===== src/rtl/control_fsm.sv =====
// Multicycle control FSM: decodes instr/PSR from the datapath and drives its
// enables/selects plus a memory request handshake guarded by a watchdog.
module control_fsm #(
  parameter int WIDTH       = 16,
  parameter int REGBITS     = 4,
  parameter int MEM_TIMEOUT = 15
) (
  input  logic               clk,
  input  logic               reset,
  input  logic [WIDTH-1:0]   instr,
  input  logic [7:0]         PSROut,
  input  logic               memReady,
  output logic               memReq,
  output logic               memWrite,
  output logic               PCEN,
  output logic               PSREN,
  output logic               nextInstruction,
  output logic               regWrite,
  output logic               updateAddress,
  output logic               StoreReg,
  output logic               WriteData,
  output logic               ZeroExtend,
  output logic               PCinstruction,
  output logic               SrcB,
  output logic               shiftType,
  output logic               JmpEN,
  output logic               BranchEN,
  output logic               JALEN,
  output logic [REGBITS-1:0] ALUcond,
  output logic [1:0]         chooseResult,
  output logic               fault
);

  localparam int WDW = $clog2(MEM_TIMEOUT + 1);

  typedef enum logic [3:0] {
    S_FETCH, S_DECODE, S_EXEC, S_LOAD, S_STORE,
    S_JAL, S_JCOND, S_BRANCH, S_PCINC, S_HALT
  } state_t;

  typedef struct packed {
    logic               memReq;
    logic               memWrite;
    logic               PCEN;
    logic               PSREN;
    logic               nextInstruction;
    logic               regWrite;
    logic               updateAddress;
    logic               StoreReg;
    logic               WriteData;
    logic               ZeroExtend;
    logic               PCinstruction;
    logic               SrcB;
    logic               shiftType;
    logic               JmpEN;
    logic               BranchEN;
    logic               JALEN;
    logic [REGBITS-1:0] ALUcond;
    logic [1:0]         chooseResult;
    logic               fault;
  } ctl_t;

  state_t             state, state_nxt;
  ctl_t               ctl;
  logic [WDW-1:0]     wd;
  logic [3:0]         opcode, ext, cond;
  logic [REGBITS-1:0] alu_op;
  logic               taken, mem_req_int, mem_wait, wd_expire;
  logic               unused_bits;

  assign opcode = instr[15:12];
  assign cond   = instr[11:8];
  assign ext    = instr[7:4];
  assign unused_bits = ^{PSROut[5:1], instr[3:0]};

  always_comb begin
    case (cond)
      4'b0000: taken = PSROut[6];
      4'b0001: taken = !PSROut[6];
      4'b0010: taken = PSROut[0];
      4'b0011: taken = !PSROut[0];
      4'b0110: taken = PSROut[7];
      4'b0111: taken = !PSROut[7];
      4'b1110: taken = 1'b1;
      default: taken = 1'b0;
    endcase
  end

  // Watchdog only runs while a request is outstanding in one state.
  assign mem_req_int = (state == S_FETCH) || (state == S_LOAD) || (state == S_STORE);
  assign mem_wait    = mem_req_int && !memReady;
  assign wd_expire   = mem_wait && (wd == WDW'(MEM_TIMEOUT - 1));

  always_ff @(posedge clk or negedge reset) begin
    if (!reset) begin
      state <= S_FETCH;
      wd    <= '0;
    end else begin
      state <= state_nxt;
      if (state_nxt != state || !mem_wait) wd <= '0;
      else                                 wd <= wd + 1'b1;
    end
  end

  always_comb begin
    state_nxt = state;
    case (state)
      S_FETCH:  if (memReady) state_nxt = S_DECODE;
      S_DECODE: begin
        case (opcode)
          4'b0000, 4'b0001, 4'b0010, 4'b0011, 4'b0101,
          4'b1001, 4'b1011, 4'b1101, 4'b1000: state_nxt = S_EXEC;
          4'b0100: begin
            case (ext)
              4'b0000: state_nxt = S_LOAD;
              4'b0100: state_nxt = S_STORE;
              4'b1000: state_nxt = S_JAL;
              4'b1100: state_nxt = S_JCOND;
              default: state_nxt = S_PCINC;
            endcase
          end
          4'b1100: state_nxt = S_BRANCH;
          default: state_nxt = S_PCINC;
        endcase
      end
      S_EXEC:           state_nxt = S_PCINC;
      S_LOAD, S_STORE:  if (memReady) state_nxt = S_PCINC;
      S_JAL:            state_nxt = S_FETCH;
      S_JCOND, S_BRANCH: state_nxt = taken ? S_FETCH : S_PCINC;
      S_PCINC:          state_nxt = S_FETCH;
      S_HALT:           state_nxt = S_HALT;
      default:          state_nxt = S_FETCH;
    endcase
    if (wd_expire) state_nxt = S_HALT;
  end

  always_comb begin
    ctl    = '0;
    alu_op = (opcode == 4'b0000) ? ext : opcode;
    case (state)
      S_FETCH: begin
        ctl.memReq          = 1'b1;
        ctl.updateAddress   = 1'b1;
        ctl.nextInstruction = memReady;
      end
      S_EXEC: begin
        if (opcode == 4'b1000) begin
          ctl.chooseResult = 2'b00;
          ctl.shiftType    = instr[5];
          ctl.regWrite     = 1'b1;
          ctl.WriteData    = 1'b1;
        end else begin
          // Compare ops update flags only.
          ctl.chooseResult = 2'b01;
          ctl.PSREN        = 1'b1;
          ctl.SrcB         = (opcode == 4'b0000);
          ctl.ALUcond      = alu_op;
          ctl.ZeroExtend   = opcode inside {4'b0001, 4'b0010, 4'b0011};
          ctl.regWrite     = (alu_op != 4'b1011);
          ctl.WriteData    = (alu_op != 4'b1011);
        end
      end
      S_LOAD: begin
        ctl.memReq   = 1'b1;
        ctl.regWrite = memReady;
      end
      S_STORE: begin
        ctl.memReq   = 1'b1;
        ctl.memWrite = 1'b1;
        ctl.StoreReg = 1'b1;
      end
      S_JAL: begin
        ctl.regWrite     = 1'b1;
        ctl.chooseResult = 2'b11;
        ctl.JALEN        = 1'b1;
        ctl.PCEN         = 1'b1;
      end
      S_JCOND: begin
        ctl.JmpEN = taken;
        ctl.PCEN  = taken;
      end
      S_BRANCH: begin
        ctl.PCinstruction = taken;
        ctl.BranchEN      = taken;
        ctl.PCEN          = taken;
      end
      S_PCINC: begin
        ctl.PCinstruction = 1'b1;
        ctl.PCEN          = 1'b1;
      end
      S_HALT:  ctl.fault = 1'b1;
      default: ctl = '0;
    endcase
  end

  // Reset forces outputs low immediately, including a request mid-access.
  ctl_t ctl_q;
  assign ctl_q = reset ? ctl : '0;

  assign memReq          = ctl_q.memReq;
  assign memWrite        = ctl_q.memWrite;
  assign PCEN            = ctl_q.PCEN;
  assign PSREN           = ctl_q.PSREN;
  assign nextInstruction = ctl_q.nextInstruction;
  assign regWrite        = ctl_q.regWrite;
  assign updateAddress   = ctl_q.updateAddress;
  assign StoreReg        = ctl_q.StoreReg;
  assign WriteData       = ctl_q.WriteData;
  assign ZeroExtend      = ctl_q.ZeroExtend;
  assign PCinstruction   = ctl_q.PCinstruction;
  assign SrcB            = ctl_q.SrcB;
  assign shiftType       = ctl_q.shiftType;
  assign JmpEN           = ctl_q.JmpEN;
  assign BranchEN        = ctl_q.BranchEN;
  assign JALEN           = ctl_q.JALEN;
  assign ALUcond         = ctl_q.ALUcond;
  assign chooseResult    = ctl_q.chooseResult;
  assign fault           = ctl_q.fault;

endmodule

===== config.mk =====
export PLATFORM = sky130hd
export DESIGN_NAME = control_fsm
export DESIGN_NICKNAME = d
export VERILOG_FILES = /design/src/rtl/control_fsm.sv
export SDC_FILE = /design/constraint.sdc
export NUM_CORES = 1
export LEC_CHECK = 0
export BUFFER_PORTS_ARGS = -buffer_cell sky130_fd_sc_hd__buf_2
export CORE_MARGIN = 8
export CORE_UTILIZATION = 39
export CTS_BUF_LIST = sky130_fd_sc_hd__clkbuf_4
export CTS_CLUSTER_SIZE = 30
export DETAILED_ROUTE_END_ITERATION = 7
export HOLD_SLACK_MARGIN = 0.15
export PLACE_DENSITY_LB_ADDON = 0.08
export SLEW_MARGIN = 20
export SYNTH_ARGS = -nofsm -noshare
export SYNTH_HDL_FRONTEND = slang
export SYNTH_SLANG_ARGS = --single-unit

===== constraint.sdc =====
create_clock -name clk -period 2.7 [get_ports clk]
set_input_delay 0.54 -clock clk [delete_from_list [all_inputs] [get_ports clk]]
set_output_delay 0.54 -clock clk [all_outputs]
set_load 0.005 [all_outputs]

==> metrics <==
worst-margin pin slew=0.510 ns; CP endpoint kind=output pin; Async SR Flop Fraction=100%; worst min-delay path class=primary input to asynchronous set/reset pin; area of the multi-input gates=692 um2; CTS Hold Bufs=0; FF/Latch Area=200 um2; Main synth FF type=dfrtp_1; Fillers=251; die height=66.0 um; CP Cell Sequence=nor2b_1 -> nand2_1 -> or2_2 -> o22ai_1 -> buf_2; Longest Clk Path Bufs=2; LEAKAGE=0.614 nW; Final Hold Violating Endpoints=0; drt pass-1 iters=4; Arrival @ worst endpoint=1.79 ns; Setup crit start kind=flip-flop; internal power=0.000353 W; Port Buffers=40; WL final=2740 um; most common cell after layout, fill and taps aside=buf_2; FP Rows=18; Post-DP Area=1170 um2; power share of the sequential group=31.1%; Final ANT Viol Nets=0; DRC=0; CTS clk-pin slew, worst paths=0.05 ns; part of the power in the clock network=13.5%; total gr overflow=0; vias per cell=5.50; Max VDD drop=364 uV; initial antenna violation count=0; CTS tree=built; Design Area, Final=1190 um2; first-pass GRT wire length=4480 um; setup bufs post-CTS=0; CP required=2.16 ns; RSZ-0062 raised after global routing=false; clock buffer count from CTS=3; Final GP Congestion=0.782; Seq/Total Area, Yosys=20.5%; min cycle time layout=2.33 ns; Max Fanout on Critical Path=11; share of post-route cells with drive strength above 1=30.2%; Net Sw Frac=44.4%; Power Density=534 nW/um2; CP max stage cell=dfrtp_1; H-tree Lvls=1; Avg Cell Area, Syn=7.07 um2; Net Sw Power=0.000282 W; Final Core Density=48.9%; Final Skew=0.000834 ns; CTS Root Cell=clkbuf_4; most frequent cells in the layout=buf_2 (40), nor2_1 (20), nand2_1 (10); # Max-Cap Violations=0; Gate power share=55.3%; Die Area=4360 um2; Resized cells post-CTS=0; first-iteration detailed-routing DRC count=103; wire per inst=13.6 um; f_max=0.429 GHz; gr usage total=12.2%; Post-synth EDFFs=0; synthesized cell area=976 um2; vias in the first global route=1017; DIE WIDTH=66.0 um; final setup fails=0; Ys Warns=0; Synth Register Bits=8; vias=1112; Nets=203; DP HPWL=2210 um; pin count of the biggest net entering global routing=19; Area Growth Syn to Fin=21.9%; max_slew headroom=66.0%; Ports=50; Initial Util=40.1%; Clock Latency Late Sink=0.24 ns; Post-Syn Nets=167; diode count=0; Netlist cell types=43; Crit Path Class=flip-flop to output pin; CP max stage delay=0.52 ns; outcome=finished, final reports clean; clock sinks=8; Tcrit/Tclk final=86.4%; fin. max-slew vios=0; total core area=2430 um2; Synth Instances=138; Final TNS setup=0 ns
## worst max-delay path: cells and delay by family, from the launching register on
family          cells  cell delay, ns
simple gates        3            0.68
flops               1            0.52
compound gates      1            0.20
buf+inv             1            0.14
## cells by family after synthesis
group                      share of synthesized area, %
and+or+nand+nor                                    39.0
adders and majority gates                          2.56
buffers and inverters                              8.59
AOI/OAI and AO/OA                                  24.7
muxes                                              1.03
DFF                                                20.5
xor gates and xnor gates                           3.59
## state kept, by name (all words and copies together), names as in the netlist
signal,flops
state,4
wd,4
## Yosys cell counts, types with 2 or more instances
| master | number | area (um2) |
|---|---|---|
| inv_1 | 6 | 22.5 |
| dfrtp_1 | 8 | 200 |
| nor2b_1 | 7 | 43.8 |
| nor3_1 | 8 | 40.0 |
| nor2_1 | 20 | 75.1 |
| nand2_1 | 10 | 37.5 |
| a21oi_1 | 7 | 35.0 |
| o211ai_1 | 2 | 15.0 |
| nand2b_1 | 3 | 18.8 |
| a32oi_1 | 2 | 17.5 |
| or2_2 | 2 | 12.5 |
| buf_2 | 7 | 35.0 |
| nand3_1 | 4 | 20.0 |
| a31oi_1 | 6 | 37.5 |
| clkbuf_1 | 2 | 7.51 |
| ha_1 | 2 | 25.0 |
| o21ai_0 | 5 | 25.0 |
| a2bb2oi_1 | 3 | 26.3 |
| xnor2_1 | 3 | 26.3 |
| and3_1 | 8 | 50.1 |
## power groups by stage
stage / Clock [W] / Sequential (W) / Combinational [W]
final: 0.0000859 / 0.000198 / 0.000352
after CTS: 0.0000918 / 0.000197 / 0.000355
after global routing: 0.0000999 / 0.000204 / 0.000401
after global placement: 0 / 0.000198 / 0.000348
after floorplan: 0 / 0.000167 / 0.000285
after detailed placement: 0 / 0.000198 / 0.000353
## area by class of cell
type                    instances  area share, %
repair buffers                 42           18.1
clock buffers                   3           1.89
flip-flops and latches          8           16.8
inverters                       6           1.89
well taps                      30           3.15
multi-input cells             113           58.1
## layer usage
layer	vias up	share of wire, %	wire length, um	GRT usage [%]
li1	564	-	-	-
met1	518	46	1260	15.8
met2	28	45	1220	19.5
met3	2	9.2	253	3.39
met4	0	0.37	10	3.20
met5	-	0	0	0
## worst paths after layout
path                       depth (start not counted)  startpoint  slack, ns       end
max                                                5    state[1]       0.37  regWrite
min                                                2       reset       0.22  state[3]
max reg2reg                                        4    state[0]       1.02  state[1]
min reg2reg                                        1       wd[0]       0.49     wd[0]
max in group asynchronous                          2       reset       2.34     wd[2]
min in group clk                                   1       wd[0]       0.49     wd[0]
## metrics by stage
stage	hold WS, ns	worst slack [ns]	instances	total power, W
global route	0.230	0.202	202	0.000705
floorplan	0.244	0.693	138	0.000451
detailed placement	0.489	0.464	199	0.000551
global placement	0.481	0.483	199	0.000546
finish	0.221	0.367	202	0.000635
CTS	0.220	0.344	202	0.000643
Note: power is estimated with default switching activity, not from simulation.
